===== src/rtl/mux_fifo_pkg.sv =====
// mux_fifo_pkg: width helpers and shared types for mux_fifo.
// MUX_FIFO_PTR_W(d) gives the pointer width for a depth d.
// MUX_FIFO_CNT_W(d) gives the width of a count that can hold the value d itself.
`define MUX_FIFO_PTR_W(d) (mux_fifo_pkg::clog2(d))
`define MUX_FIFO_CNT_W(d) (mux_fifo_pkg::clog2(d) + 1)

package mux_fifo_pkg;
  function automatic int clog2(input int v);
    int r;
    r = 0;
    while ((1 << r) < v) r++;
    return r;
  endfunction
  typedef struct packed {
    logic overflow;
    logic underflow;
  } mux_fifo_err_t;
endpackage


===== src/rtl/mux_fifo_mem.sv =====
// mux_fifo_mem: DEPTH x N register array with one write port and one asynchronous read port.
// Ports: clk; we/wa/wd write enable, address and data; ra/rd read address and data.
module mux_fifo_mem #(
  parameter int N = 32,
  parameter int DEPTH = 8,
  parameter int PTR_W = 3
) (
  input  logic             clk,
  input  logic             we,
  input  logic [PTR_W-1:0] wa,
  input  logic [N-1:0]     wd,
  input  logic [PTR_W-1:0] ra,
  output logic [N-1:0]     rd
);
  logic [N-1:0] mem [DEPTH];
  always_ff @(posedge clk)
    if (we) mem[wa] <= wd;
  assign rd = mem[ra];
endmodule


===== src/rtl/mux_fifo.sv =====
// mux_fifo: selects one of NUM_IN channels into a DEPTH-entry FIFO with status and sticky error flags.
// Ports: clk, rst (async, active high), clr (sync flush); in_data/in_sel/in_en write side;
// out_en pop; out/out_valid read data; full/empty/count occupancy; overflow/underflow sticky flags.
// Define MUX_FIFO_FWFT_EN for first-word fall-through output; otherwise the read is registered.
module mux_fifo
  import mux_fifo_pkg::*;
#(
  parameter int N = 32,
  parameter int NUM_IN = 2,
  parameter int DEPTH = 8,
  localparam int SEL_W = clog2(NUM_IN),
  localparam int CNT_W = `MUX_FIFO_CNT_W(DEPTH)
) (
  input  logic              clk,
  input  logic              rst,
  input  logic              clr,
  input  logic [NUM_IN*N-1:0] in_data,
  input  logic [SEL_W-1:0]  in_sel,
  input  logic              in_en,
  input  logic              out_en,
  output logic [N-1:0]      out,
  output logic              out_valid,
  output logic              full,
  output logic              empty,
  output logic [CNT_W-1:0]  count,
  output logic              overflow,
  output logic              underflow
);
  localparam int PTR_W = `MUX_FIFO_PTR_W(DEPTH);
  logic [PTR_W-1:0] wr_ptr, rd_ptr;
  logic [N-1:0] wdata, rdata;
  logic sel_ok, rd_ok, wr_ok;
  mux_fifo_err_t err;
  assign sel_ok = int'(in_sel) < NUM_IN;
  // Index clamped so an out-of-range select never reaches past the packed bus.
  assign wdata = in_data[(sel_ok ? int'(in_sel) : 0)*N +: N];
  assign empty = count == '0;
  assign full = count == CNT_W'(DEPTH);
  assign rd_ok = out_en & ~empty;
  // A pop in the same cycle frees the slot, so a full FIFO still accepts the write.
  assign wr_ok = in_en & sel_ok & (~full | rd_ok);
  assign overflow = err.overflow;
  assign underflow = err.underflow;
  mux_fifo_mem #(.N(N), .DEPTH(DEPTH), .PTR_W(PTR_W)) u_mem (
    .clk(clk),
    .we(wr_ok),
    .wa(wr_ptr),
    .wd(wdata),
    .ra(rd_ptr),
    .rd(rdata)
  );
  always_ff @(posedge clk or posedge rst)
    if (rst) begin
      wr_ptr <= '0;
      rd_ptr <= '0;
      count <= '0;
      err <= '0;
    end else if (clr) begin
      wr_ptr <= '0;
      rd_ptr <= '0;
      count <= '0;
      err <= '0;
    end else begin
      wr_ptr <= wr_ptr + PTR_W'(wr_ok);
      rd_ptr <= rd_ptr + PTR_W'(rd_ok);
      count <= count + CNT_W'(wr_ok) - CNT_W'(rd_ok);
      err.overflow <= err.overflow | (in_en & sel_ok & full & ~rd_ok);
      err.underflow <= err.underflow | (out_en & empty);
    end
`ifdef MUX_FIFO_FWFT_EN
  assign out = empty ? '0 : rdata;
  assign out_valid = ~empty;
`else
  always_ff @(posedge clk or posedge rst)
    if (rst) begin
      out <= '0;
      out_valid <= 1'b0;
    end else if (clr) begin
      out_valid <= 1'b0;
    end else begin
      out_valid <= rd_ok;
      if (rd_ok) out <= rdata;
    end
`endif
endmodule


===== config.mk =====
export PLATFORM = sky130hd
export DESIGN_NAME = mux_fifo
export DESIGN_NICKNAME = d
export VERILOG_FILES = /design/src/rtl/mux_fifo_pkg.sv /design/src/rtl/mux_fifo_mem.sv /design/src/rtl/mux_fifo.sv
export SDC_FILE = /design/constraint.sdc
export NUM_CORES = 1
export LEC_CHECK = 0
export CAP_MARGIN = 20
export CORE_UTILIZATION = 30
export CTS_BUF_LIST = sky130_fd_sc_hd__clkbuf_4 sky130_fd_sc_hd__clkbuf_8 sky130_fd_sc_hd__clkbuf_16
export DETAILED_ROUTE_END_ITERATION = 10
export PLACE_DENSITY_LB_ADDON = 0.25
export SETUP_SLACK_MARGIN = 0.1
export SLEW_MARGIN = 25
export SYNTH_ARGS = -nofsm -noshare
export SYNTH_HDL_FRONTEND = slang
export SYNTH_SLANG_ARGS = --single-unit

===== constraint.sdc =====
create_clock -name clk -period 4.4 [get_ports clk]
set_input_delay 0.88 -clock clk [delete_from_list [all_inputs] [get_ports clk]]
set_output_delay 0.88 -clock clk [all_outputs]
set_load 0.02 [all_outputs]

# [Word-level counts from Yosys, hierarchy flattened]
# Memory sizes are Yosys's and may differ from the RTL's. A register that Yosys moved wholly into a read port is not among the register bits.
# Index checks and enable logic that the tools add are counted.
[op_classes] n_addsub=4 bitwise_logic=12 n_eq_ne=1 muxes=7 n_reduce_logical=2 shift=1
[op_table] cell="indexed part select 64 x 7 -> 32 bit" n=1
[op_table] cell="adder 3 x 1 -> 3 bit" n=2
[op_table] cell="2-to-1 mux 3 bit" n=2
[op_table] cell="AND 1 bit" n=5
[op_table] cell="adder 4 x 1 -> 4 bit" n=1
[op_table] cell="== test 4 bit, second input constant" n=1
[op_table] cell="logical NOT 4 bit" n=1
[op_table] cell="2-to-1 mux 4 bit" n=1
[op_table] cell="inverter 1 bit" n=4
[op_table] cell="subtractor 4 x 1 -> 4 bit" n=1
[op_table] cell="2-to-1 mux 1 bit" n=3
[op_table] cell="bitwise OR 1 bit" n=3
[op_table] cell="2-to-1 mux 2 bit" n=1
[op_table] cell="AND reduction 2 bit" n=1
[word_totals] word_cells=34 regBits=13 ram_bits=256 mem_count=1 in_bits=70
[memory_table] name="u_mem.mem" words=8 word_bits=32 rd=1 rd_clocked_by_memory_dff=1 wr=1 line="mux_fifo_mem.sv:15" rtl="logic [N-1:0] mem [DEPTH];"

# [Depth between registers and ports, before layout]
# Gate-level depths: netlist of run 1.
[logic_depth] ltp_word=8 depth_mapped=11

# [Hierarchy]
# A second synthesis of run 1 with hierarchy kept.
[unflattened] cells_unflattened=548 hier_area_um2=12203.0
[by_module_without_submodules] module="mux_fifo_mem" seq_area_each_um2=7687.4 cells_per_inst=383 area_each_um2=9825.7 instances=1
[by_module_without_submodules] module="mux_fifo" seq_area_each_um2=1126.1 cells_per_inst=165 area_each_um2=2377.3 instances=1

# [Worst setup path before layout of run 1]
# No wires, ideal clock.
[synth_timing] kind="register -> register" start="reg count[2]" end="mem u_mem.mem[0][0], enable pin" setup_ns=0.461 period_less_slack_ns=4.015 path_buffers=0 setup_slack_ns=0.385 required_time_ns=3.939 t_arrival_ns=3.554 stages_incl_launch_ff=7 path_cell_list="dfrtp_1 > inv_1 > ha_1 > nor3b_1 > a21boi_1 > nand2b_1 > nor3_1"
[synth_rtl] element="start: declaration" line="mux_fifo.sv:25" rtl="output logic [CNT_W-1:0] count,"
[synth_rtl] element="start signal: assignment" line="mux_fifo.sv:66" rtl="count <= count + CNT_W'(wr_ok) - CNT_W'(rd_ok);"
[synth_rtl] element="== test 4 bit" line="mux_fifo.sv:38" rtl="assign full = count == CNT_W'(DEPTH);"
[synth_rtl] element="net full" line="mux_fifo.sv:23" rtl="output logic full,"
[synth_rtl] element="inverter 1 bit" line="mux_fifo.sv:41" rtl="assign wr_ok = in_en & sel_ok & (~full | rd_ok);"
[synth_rtl] element="bitwise OR 1 bit" line="mux_fifo.sv:41"
[synth_rtl] element="AND 1 bit" line="mux_fifo.sv:41"
[synth_rtl] element="2-to-1 mux 1 bit" line="mux_fifo_mem.sv:17" rtl="if (we) mem[wa] <= wd;"
[synth_rtl] element="2-to-1 mux 1 bit (implied by the code)" line="mux_fifo_mem.sv:17"
[synth_rtl] element="end: declaration" line="mux_fifo_mem.sv:15"
# The timed path passes the listed nets, and every way through them passes these cells.

# [Worst setup path in the final report of run 1]
[layout_timing] start="reg count[2]" end="out full"
[layout_between] elab_chain_len=1
[layout_rtl] element="== test 4 bit" line="mux_fifo.sv:38"
[layout_rtl] element="end: declaration" line="mux_fifo.sv:23"
# No other way between the ends.

==> run_results.csv, run 1 <==
group,metric,value,unit
run_status,status,"finished, final reports clean",
sta,hold_slack,0.470,ns
floorplan,dieHeight,202,um
critical_path,crit_chain,"inv_1 > ha_1 > nor3b_1 > clkdlybuf4s50_1",
finish,multiInputGateArea,3040,sq um
critical_path,crit_path_max_fanout,3,
floorplan,start_util,0.304,
clock_network,post_cts_resized,0,
finish,layout-drive-gt1-share,0.152,
yosys,synth_compound_area_frac,0.0425,
critical_path,max_stage_delay,0.68,ns
hold_path,min_path_type,"flip-flop to flip-flop",
yosys,syn_area,12100,sq um
clock_network,cts_tree,"done",
sta,fin_worst_skew,0.0241,ns
finish,n_fill_cell,3709,
route,drtPass1Iterations,5,
finish,finalCoreUtilization,0.378,
sta,fin_crit,3.05,ns
sta,hold_violations,0,
clock_network,cts_hold_buf,0,
global_routing,antenna_found_initial,0,
global_routing,overflow,0,
route,wire_per_inst,19.2,um
critical_path,path_class,"flip-flop to primary output",
placed_design,gp_congestion,0.696,
yosys,synthMuxAreaShare,0.136,
yosys,ys_seq_area_frac,0.731,
critical_path,cpLargestDelayFamily,"buffers and inverters",
yosys,synth-adder-area-share,0.0110,
power,powerDensity,576,nW/um^2
critical_path,cp_slowest_cell,"clkdlybuf4s50_1",
global_routing,grt_max_degree,54,
finish,diodes,0,
critical_path,worstSetupStartpointType,"flip-flop",
finish,nets,929,
global_routing,grt_usage,0.133,
critical_path,required,3.52,ns
clock_network,h-tree-depth,2,
floorplan,boundaryPins,111,
sta,max_freq,328,MHz
floorplan,rows,73,
sta,finalSetupViolations,0,
power,finalPower,0.00862,W
route,vias_per_cell,4.61,
power,leakagePower,5.16,nW
global_routing,first_global_vias,6650,
clock_network,postCtsSetupBuffers,0,
route,drc_errors,0,
yosys,synthCells,724,
sta,maxSlewHeadroom,0.307,
route,drtIter0Drc,326,
sta,final.setup.tns,0,ns
clock_network,root_buffer,"clkbuf_16",
sta,slew_violations,0,
route,routed_wl,26900,um
finish,seqCellArea,8820,sq um
floorplan,die-area,41000,sq um
yosys,synthXorXnorAreaFrac,0.00291,
yosys,syn-num-nets,804,
finish,area_growth,24.2,%
yosys,syn_avg_cell_area,16.6,sq um
critical_path,worst-path-buf-inv,2,
route,ant_nets,0,
clock_network,cts_made_buffers,34,
placed_design,hpwl,15900,um
sta,rsz0062_at_grt,"no",
yosys,yosysWarnings,0,
clock_network,clk_pin_slew,0.05,ns
power,ir_drop,0.000308,V
floorplan,die_x,202,um
floorplan,core_area,39600,sq um
placed_design,portBuffers,110,
clock_network,clock_latency,0.52,ns
yosys,synth-simple-area-share,0.0532,
clock_network,clock_path_buffers,3,
critical_path,end_kind,"primary output",
yosys,synth_cell_types,34,
sta,finalCritPeriodShare,0.694,
job,maxCapViolCount,0,
critical_path,crit_arrival,2.17,ns
clock_network,cts_sinks,301,
sta,worstMarginPinSlew,1.04,ns
yosys,ys_ff_latch,301,
route,vias,6451,
global_routing,grt_pass1_wl,41200,um
yosys,synth_top_family_by_area,"multiplexers",
[cell families (layout without fill, tap and decap cells)]
group	count (synthesis)	count (layout)
xor gates and xnor gates	4	4
AOI/OAI and AO/OA	69	69
muxes	160	160
DFF	301	301
and+or+nand+nor	133	133
buffers and inverters	47	198
adders and majority gates	10	10
[tightest hold or removal path, delay by kind of cell, from the launching register on]
| kind | cells | cell delay (ns) |
|---|---|---|
| flip-flops | 1 | 0.34 |
| AND/OR/NAND/NOR | 2 | 0.10 |
[placed cells by master, fill, tap and decap left out, types with 3 or more instances in the layout]
master / Yosys / routed
nand2b_1: 5 / 5
inv_1: 5 / 4
clkbuf_8: 0 / 3
buf_8: 0 / 3
nor2_4: 0 / 7
clkinv_1: 0 / 7
xnor2_1: 4 / 4
clkinv_2: 0 / 6
clkdlybuf4s50_1: 0 / 109
nand2_1: 68 / 68
buf_4: 9 / 13
a22oi_1: 64 / 64
clkbuf_16: 0 / 35
nor2b_1: 8 / 6
clkbuf_4: 4 / 7
nand3_2: 9 / 9
dfrtp_1: 45 / 44
nor2_1: 13 / 6
mux2_2: 30 / 30
nand3_1: 23 / 23
ha_1: 9 / 9
mux2i_1: 128 / 128
buf_12: 1 / 3
edfxtp_1: 256 / 256
[final timing paths]
kind                                      from                        end  slack [ns]  cells past startpoint
min reg2reg                out[22]$_DFFE_PP0P_        out[22]$_DFFE_PP0P_        0.47                      2
min                        out[22]$_DFFE_PP0P_        out[22]$_DFFE_PP0P_        0.47                      2
max reg2reg                 count[2]$_DFF_PP0_  u_mem.mem[5][6]$_DFFE_PP_        1.85                      7
min in group asynchronous                  rst        out_valid$_DFF_PP0_        0.83                      2
max                         count[2]$_DFF_PP0_                       full        1.35                      4
max in group asynchronous                  rst         out[3]$_DFFE_PP0P_        2.88                      3
[power breakdown]
group          switching (W)  internal [W]
clock network        0.00111       0.00162
registers           0.000233       0.00345
logic                0.00120      0.000994
total                0.00255       0.00607
[layout make-up]
type | instances | share of cell area
repair buffers | 130 | 0.0886
inverters | 6 | 0.00192
multi-input cells | 376 | 0.203
clock buffers | 45 | 0.0648
flip-flops and latches | 301 | 0.589
well taps | 525 | 0.0439
clock inverters | 17 | 0.00844
[through the flow]
step / instances / area, sq um / worst slack (ns)
6_report: 1400 / 15000 / 1.35
5_1_grt: 1400 / 15000 / 1.22
4_1_cts: 1400 / 15000 / 1.32
3_5_place_dp: 1338 / 13900 / 1.04
3_3_place_gp: 1334 / 13800 / 1.09
2_1_floorplan: 724 / 12100 / 0.385
[registers in the layout, indices dropped and copies added, names as in the netlist]
register,cells
wr_ptr,3
out_valid,1
out,32
count,4
rd_ptr,3
u_mem.mem,256
overflow,1
underflow,1
[cells in the mapped netlist (all sizes together)]
cell      n  share of area
edfxtp  256           0.64
xnor2     4         0.0029
ha        9         0.0093
clkbuf   15         0.0059
a21oi     2        0.00083
buf      26          0.015
nor3b     2         0.0017
dfrtp    45          0.093
inv       5         0.0016
nor2     13         0.0040
or2       1        0.00052
a21o      1        0.00062
and2      1        0.00052
mux2     32          0.030
mux2i   128           0.11
fa        1         0.0017
nand3    32          0.017
nand2    68          0.021
clkinv    1        0.00073
nand2b    5         0.0026
or3b      1        0.00073
a21boi    1        0.00062
nor2b     8         0.0042
a31oi     1        0.00052
nor3      2        0.00083
a22oi    64          0.040
[layer usage]
layer	vias to the layer above	track usage	wire [um]	part of all wire
li1	3029	-	-	-
met1	3257	0.179	12300	0.46
met2	126	0.223	13100	0.49
met3	39	0.0205	969	0.036
met4	0	0.0354	480	0.018
met5	-	0	0	0
Power figures use the tool's default switching activity.
==> run 2, diff against run 1 <==
==> constraint.sdc (replaced) <==
create_clock -name clk -period 2.8 [get_ports clk]
set_input_delay 0.56 -clock clk [delete_from_list [all_inputs] [get_ports clk]]
set_output_delay 0.56 -clock clk [all_outputs]
set_load 0.02 [all_outputs]
==> run_results.csv, run 2 (synthesized netlist as in run 1, its figures left out) <==
group,metric,value,unit
sta,finalSetupViolations,0,
power,internal_power,0.00983,W
power,p_comb_frac,0.254,
finish,area_growth,26.7,%
route,drc_errors,0,
floorplan,core_area,39600,sq um
critical_path,worst-path-buf-inv,1,
critical_path,crit_arrival,2.72,ns
finish,nets,947,
sta,maxSlewHeadroom,0.367,
critical_path,crit_chain,"inv_1 > ha_1 > nor3b_2 > nand2b_1 > or2_2 > nand2_1 > ha_1 > fa_1 > xnor2_1 > nor2_1",
sta,finalCritPeriodShare,0.833,
clock_network,clk_pin_slew,0.06,ns
power,ir_drop,0.000424,V
sta,max_freq,429,MHz
floorplan,rows,73,
sta,hold_violations,0,
power,finalPower,0.0138,W
finish,layout_commonest_cell,"edfxtp_1",
finish,final_cell_mix,"edfxtp_1 (256), mux2i_1 (128), clkdlybuf4s50_1 (107), nand2_1 (68), a22oi_1 (64)",
placed_design,portBuffers,110,
clock_network,cts_hold_buf,0,
power,powerDensity,903,nW/um^2
job,maxCapViolCount,0,
power,p_clk_frac,0.326,
route,wire_per_inst,19.1,um
finish,layout-drive-gt1-share,0.172,
finish,reg_top3,"u_mem.mem: 256 flops, out: 32 flops, count: 4 flops",
critical_path,crit_path_max_fanout,4,
finish,diodes,0,
global_routing,grt_pass1_wl,41100,um
critical_path,path_class,"flip-flop to flip-flop",
sta,fin_crit,2.33,ns
clock_network,postCtsSetupBuffers,0,
sta,rsz0062_at_grt,"no",
placed_design,hpwl,16500,um
floorplan,dieHeight,202,um
finish,largest_register,"u_mem.mem",
clock_network,clock_path_buffers,3,
route,ant_nets,0,
critical_path,worstSetupStartpointType,"flip-flop",
critical_path,crit_top_cell,"ha_1",
run_status,status,"finished, final reports clean",
clock_network,cts_made_buffers,34,
critical_path,cp_slowest_cell,"fa_1",
global_routing,antenna_found_initial,0,
critical_path,cpLargestDelayFamily,"adder cells",
clock_network,root_buffer,"clkbuf_16",
global_routing,top_usage_layer,"met2",
route,drtIter0Drc,351,
route,drtPass1Iterations,5,
power,seq_power_share,0.419,
global_routing,grt_usage,0.133,
global_routing,grt_max_degree,34,
finish,n_fill_cell,3703,
finish,largest_reg_flops,256,
sta,worstMarginPinSlew,0.949,ns
power,sw_frac_of_total,0.288,
sta,slew_violations,0,
floorplan,die-area,41000,sq um
global_routing,grt_use_met1,0.174,
critical_path,end_kind,"flip-flop",
route,routed_wl,27100,um
clock_network,cts_sinks,301,
clock_network,clock_latency,0.51,ns
floorplan,boundaryPins,111,
sta,fin_worst_skew,0.0136,ns
floorplan,start_util,0.304,
placed_design,gp_congestion,0.694,
clock_network,h-tree-depth,2,
route,vias,6503,
global_routing,use_met3,0.0233,
power,p_switching,0.00397,W
critical_path,required,3.19,ns
sta,hold_slack,0.366,ns
power,leakagePower,5.32,nW
global_routing,overflow,0,
global_routing,first_global_vias,6775,
route,vias_per_cell,4.59,
global_routing,use_met2,0.228,
clock_network,cts_tree,"done",
critical_path,max_stage_delay,0.41,ns
floorplan,die_x,202,um
hold_path,min_path_type,"input port to async pin",
## run 2: cell count changes in the layout (fill, tap and decap cells not counted), moves of 2 or more
cell	before	now
buf_12	3	13
buf_4	13	25
buf_8	3	0
bufinv_16	1	3
clkbuf_4	7	12
clkdlybuf4s50_1	109	107
clkinv_1	7	5
clkinv_2	6	1
clkinv_8	0	2
dlymetal6s2s_1	0	2
nor3_2	2	0
nor3_4	0	2
## run 2: worst paths after layout
check                                    start                   to  slack [ns]  cells past startpoint
max                         count[2]$_DFF_PP0_   count[2]$_DFF_PP0_        0.47                     10
min                                        rst  out[20]$_DFFE_PP0P_        0.37                      2
max reg2reg                 count[2]$_DFF_PP0_   count[2]$_DFF_PP0_        0.47                     10
min reg2reg                out[29]$_DFFE_PP0P_  out[29]$_DFFE_PP0P_        0.47                      2
max in group asynchronous                  rst  rd_ptr[0]$_DFF_PP0_        1.71                      3
min in group clk           out[29]$_DFFE_PP0P_  out[29]$_DFFE_PP0P_        0.47                      2
## run 2: repair_timing
item,4_1_cts,5_1_grt
gates resized for setup,1,2
cloned,0,0
setup endpoints to repair,1,2
## run 2: metrics by stage
step / cells / setup WS [ns] / TNS (ns) / util / area [sq um]
2_1_floorplan: 724 / -0.359 / -83.16 / - / 12100
3_3_place_gp: 1356 / 0.320 / 0 / 0.356 / 14100
3_5_place_dp: 1356 / 0.329 / 0 / 0.356 / 14100
4_1_cts: 1418 / 0.115 / 0 / 0.385 / 15300
5_1_grt: 1418 / 0.263 / 0 / 0.385 / 15300
6_report: 1418 / 0.469 / 0 / 0.385 / 15300
## run 2: cell type report
cell class	count	area, sq um	share of cell area
Clock buffer	50	1010	0.0660
Timing Repair Buffer	148	1550	0.101
Sequential cell	301	8820	0.577
Inverter	6	27.5	0.00180
Multi-Input combinational cell	376	3060	0.200
Clock inverter	12	155	0.0102
Tap cell	525	657	0.0430
## run 2: worst register-to-register path, stage by stage, from the launching register on
cell and delay, ns:
dfrtp_1 0.40, inv_1 0.11, ha_1 0.18, nor3b_2 0.25
nand2b_1 0.20, or2_2 0.16, nand2_1 0.06, ha_1 0.21
fa_1 0.41, xnor2_1 0.17, nor2_1 0.06
## run 2: routing by layer
| layer | vias up | routed length (um) |
|---|---|---|
| met2 | 131 | 13400 |
| met1 | 3274 | 12200 |
| li1 | 3061 | - |
| met3 | 37 | 1060 |
| met4 | 0 | 442 |
| met5 | - | 0 |
## run 2: power by group through the flow
stage	clock network [W]	logic, W	registers, W
2_1_floorplan	0	0.00205	0.00601
3_3_place_gp	0	0.00357	0.00588
3_5_place_dp	0	0.00359	0.00589
4_1_cts	0.00462	0.00360	0.00581
5_1_grt	0.00479	0.00383	0.00586
6_report	0.00450	0.00351	0.00579
==> run 3, diff against run 2 <==
==> constraint.sdc (replaced) <==
create_clock -name clk -period 2.2 [get_ports clk]
set_input_delay 0.44 -clock clk [delete_from_list [all_inputs] [get_ports clk]]
set_output_delay 0.44 -clock clk [all_outputs]
set_load 0.02 [all_outputs]
==> run_results.csv, run 3 (synthesized netlist as in run 1, its figures left out) <==
group,metric,value,unit
run_status,status,"finished, final reports clean",
sta,maxSlewHeadroom,0.713,
sta,finalCritPeriodShare,0.951,
floorplan,dieHeight,202,um
route,drc_errors,0,
placed_design,portBuffers,110,
global_routing,grt_max_degree,47,
floorplan,start_util,0.304,
critical_path,cp_slowest_cell,"dfrtp_2",
power,leakagePower,5.46,nW
floorplan,core_area,39600,sq um
floorplan,die_x,202,um
global_routing,overflow,0,
critical_path,crit_top_cell,"ha_4",
critical_path,crit_chain,"inv_4 > ha_4 > nor3b_4 > nand2b_4 > buf_4 > nand2_1 > nand2_2 > ha_4 > fa_2 > nor2b_2",
sta,hold_violations,0,
finish,reg_top3,"u_mem.mem: 256 flops, out: 32 flops, count: 4 flops",
placed_design,hpwl,16800,um
finish,layout_commonest_cell,"edfxtp_1",
finish,nets,965,
critical_path,end_kind,"flip-flop",
sta,rsz0062_at_grt,"yes",
finish,largest_register,"u_mem.mem",
job,maxCapViolCount,0,
sta,final.setup.tns,0,ns
hold_path,min_path_type,"input port to async pin",
clock_network,clock_latency,0.51,ns
finish,layout-drive-gt1-share,0.207,
global_routing,grt_usage,0.134,
sta,worstMarginPinSlew,0.429,ns
critical_path,crit_arrival,2.47,ns
critical_path,required,2.58,ns
route,vias_per_cell,4.59,
finish,largest_reg_flops,256,
critical_path,worstSetupStartpointType,"flip-flop",
sta,max_freq,478,MHz
finish,diodes,0,
finish,final_cell_mix,"edfxtp_1 (256), mux2i_1 (128), clkdlybuf4s50_1 (106), nand2_1 (66), a22oi_1 (64)",
route,drtPass1Iterations,4,
route,ant_nets,0,
finish,finalCoreUtilization,0.395,
floorplan,boundaryPins,111,
global_routing,grt_pass1_wl,41600,um
clock_network,clock_path_buffers,3,
power,ir_drop,0.000621,V
finish,seqCellArea,8820,sq um
critical_path,max_stage_delay,0.42,ns
sta,fin_crit,2.09,ns
critical_path,r2r-start,"count[2]$_DFF_PP0_",
critical_path,r2r-end,"count[1]$_DFF_PP0_",
route,drtIter0Drc,302,
sta,finalSetupViolations,0,
clock_network,cts_sinks,301,
sta,slew_violations,0,
critical_path,path_class,"flip-flop to flip-flop",
power,powerDensity,1150,nW/um^2
clock_network,clk_pin_slew,0.06,ns
floorplan,die-area,41000,sq um
placed_design,placed_cells,1363,
route,routed_wl,27800,um
clock_network,h-tree-depth,2,
critical_path,reg2reg_depth,10,
global_routing,first_global_vias,6795,
clock_network,cts_made_buffers,35,
clock_network,cts_tree,"done",
floorplan,rows,73,
finish,n_fill_cell,3660,
finish,multiInputGateArea,3170,sq um
placed_design,gp_congestion,0.691,
sta,fin_worst_skew,0.0256,ns
critical_path,crit_path_max_fanout,3,
clock_network,root_buffer,"clkbuf_16",
route,vias,6596,
finish,area_growth,30.1,%
critical_path,reg2reg_slack,0.11,ns
global_routing,antenna_found_initial,0,
finish,final_cells,1436,
sta,hold_slack,0.241,ns
route,wire_per_inst,19.4,um
-- run 3: cell count changes in the layout (fill, tap and decap cells not counted), moves of 3 or more --
cell       before  now
buf_12         13   22
buf_6           0    9
clkinv_2        1    9
clkbuf_4       12    5
buf_4          25   21
clkbuf_16      35   39
dfrtp_1        44   41
dfrtp_2         0    3
ha_1            9    6
ha_4            0    3
-- run 3: worst max path at each step --
stage	startpoint	depth (start not counted)	endpoint	slack, ns
global route	count[3]$_DFF_PP0_	9	u_mem.mem[1][10]$_DFFE_PP_	0.02
detailed placement	out_en	7	u_mem.mem[0][10]$_DFFE_PP_	-0.12
floorplan	count[2]$_DFF_PP0_	6	u_mem.mem[1][0]$_DFFE_PP_	-0.26
global placement	out_en	7	count[1]$_DFF_PP0_	-0.10
CTS	count[2]$_DFF_PP0_	4	full	0.01
finish	count[2]$_DFF_PP0_	10	count[1]$_DFF_PP0_	0.11
-- run 3: cell type report --
class                           count  area share
Sequential cell                   301       0.563
Multi-Input combinational cell    376       0.202
Timing Repair Buffer              165       0.119
Clock buffer                       43      0.0616
Tap cell                          525      0.0419
Clock inverter                     20      0.0103
Inverter                            6     0.00192
-- run 3: worst max-delay path, delay by kind of cell, from the launching register on --
family                     cells  cell delay (ns)
buffers and inverters          2             0.20
DFF                            1             0.42
adders and majority gates      3             0.69
and+or+nand+nor                5             0.68
-- run 3: stage by stage --
stage | total power (W) | instance area [sq um] | setup WS [ns]
6_report | 0.0180 | 15700 | 0.109
5_1_grt | 0.0189 | 15700 | 0.0226
4_1_cts | 0.0180 | 15400 | 0.0144
3_5_place_dp | 0.0123 | 14300 | -0.116
2_1_floorplan | 0.0103 | 12200 | -0.264
3_3_place_gp | 0.0123 | 14300 | -0.105
-- run 3: what timing repair did --
| item | CTS | global route |
|---|---|---|
| cloned | 0 | 5 |
| hold buffers | 0 | 0 |
| resized for setup | 12 | 26 |
| setup endpoints to repair | 6 | 181 |
| pin swaps | 1 | 0 |
| buffers inserted | 0 | 5 |
-- run 3: metal layers --
layer	wire length, um	GRT usage
met1	12700	0.179
met2	13700	0.227
met3	881	0.0205
met4	474	0.0346
met5	0	0
-- run 3: report_power, final --
part	switching (W)	total, W	internal [W]
sequential	0.000365	0.00728	0.00691
combinational	0.00267	0.00511	0.00244
clock	0.00224	0.00561	0.00337
total	0.00528	0.0180	0.0127
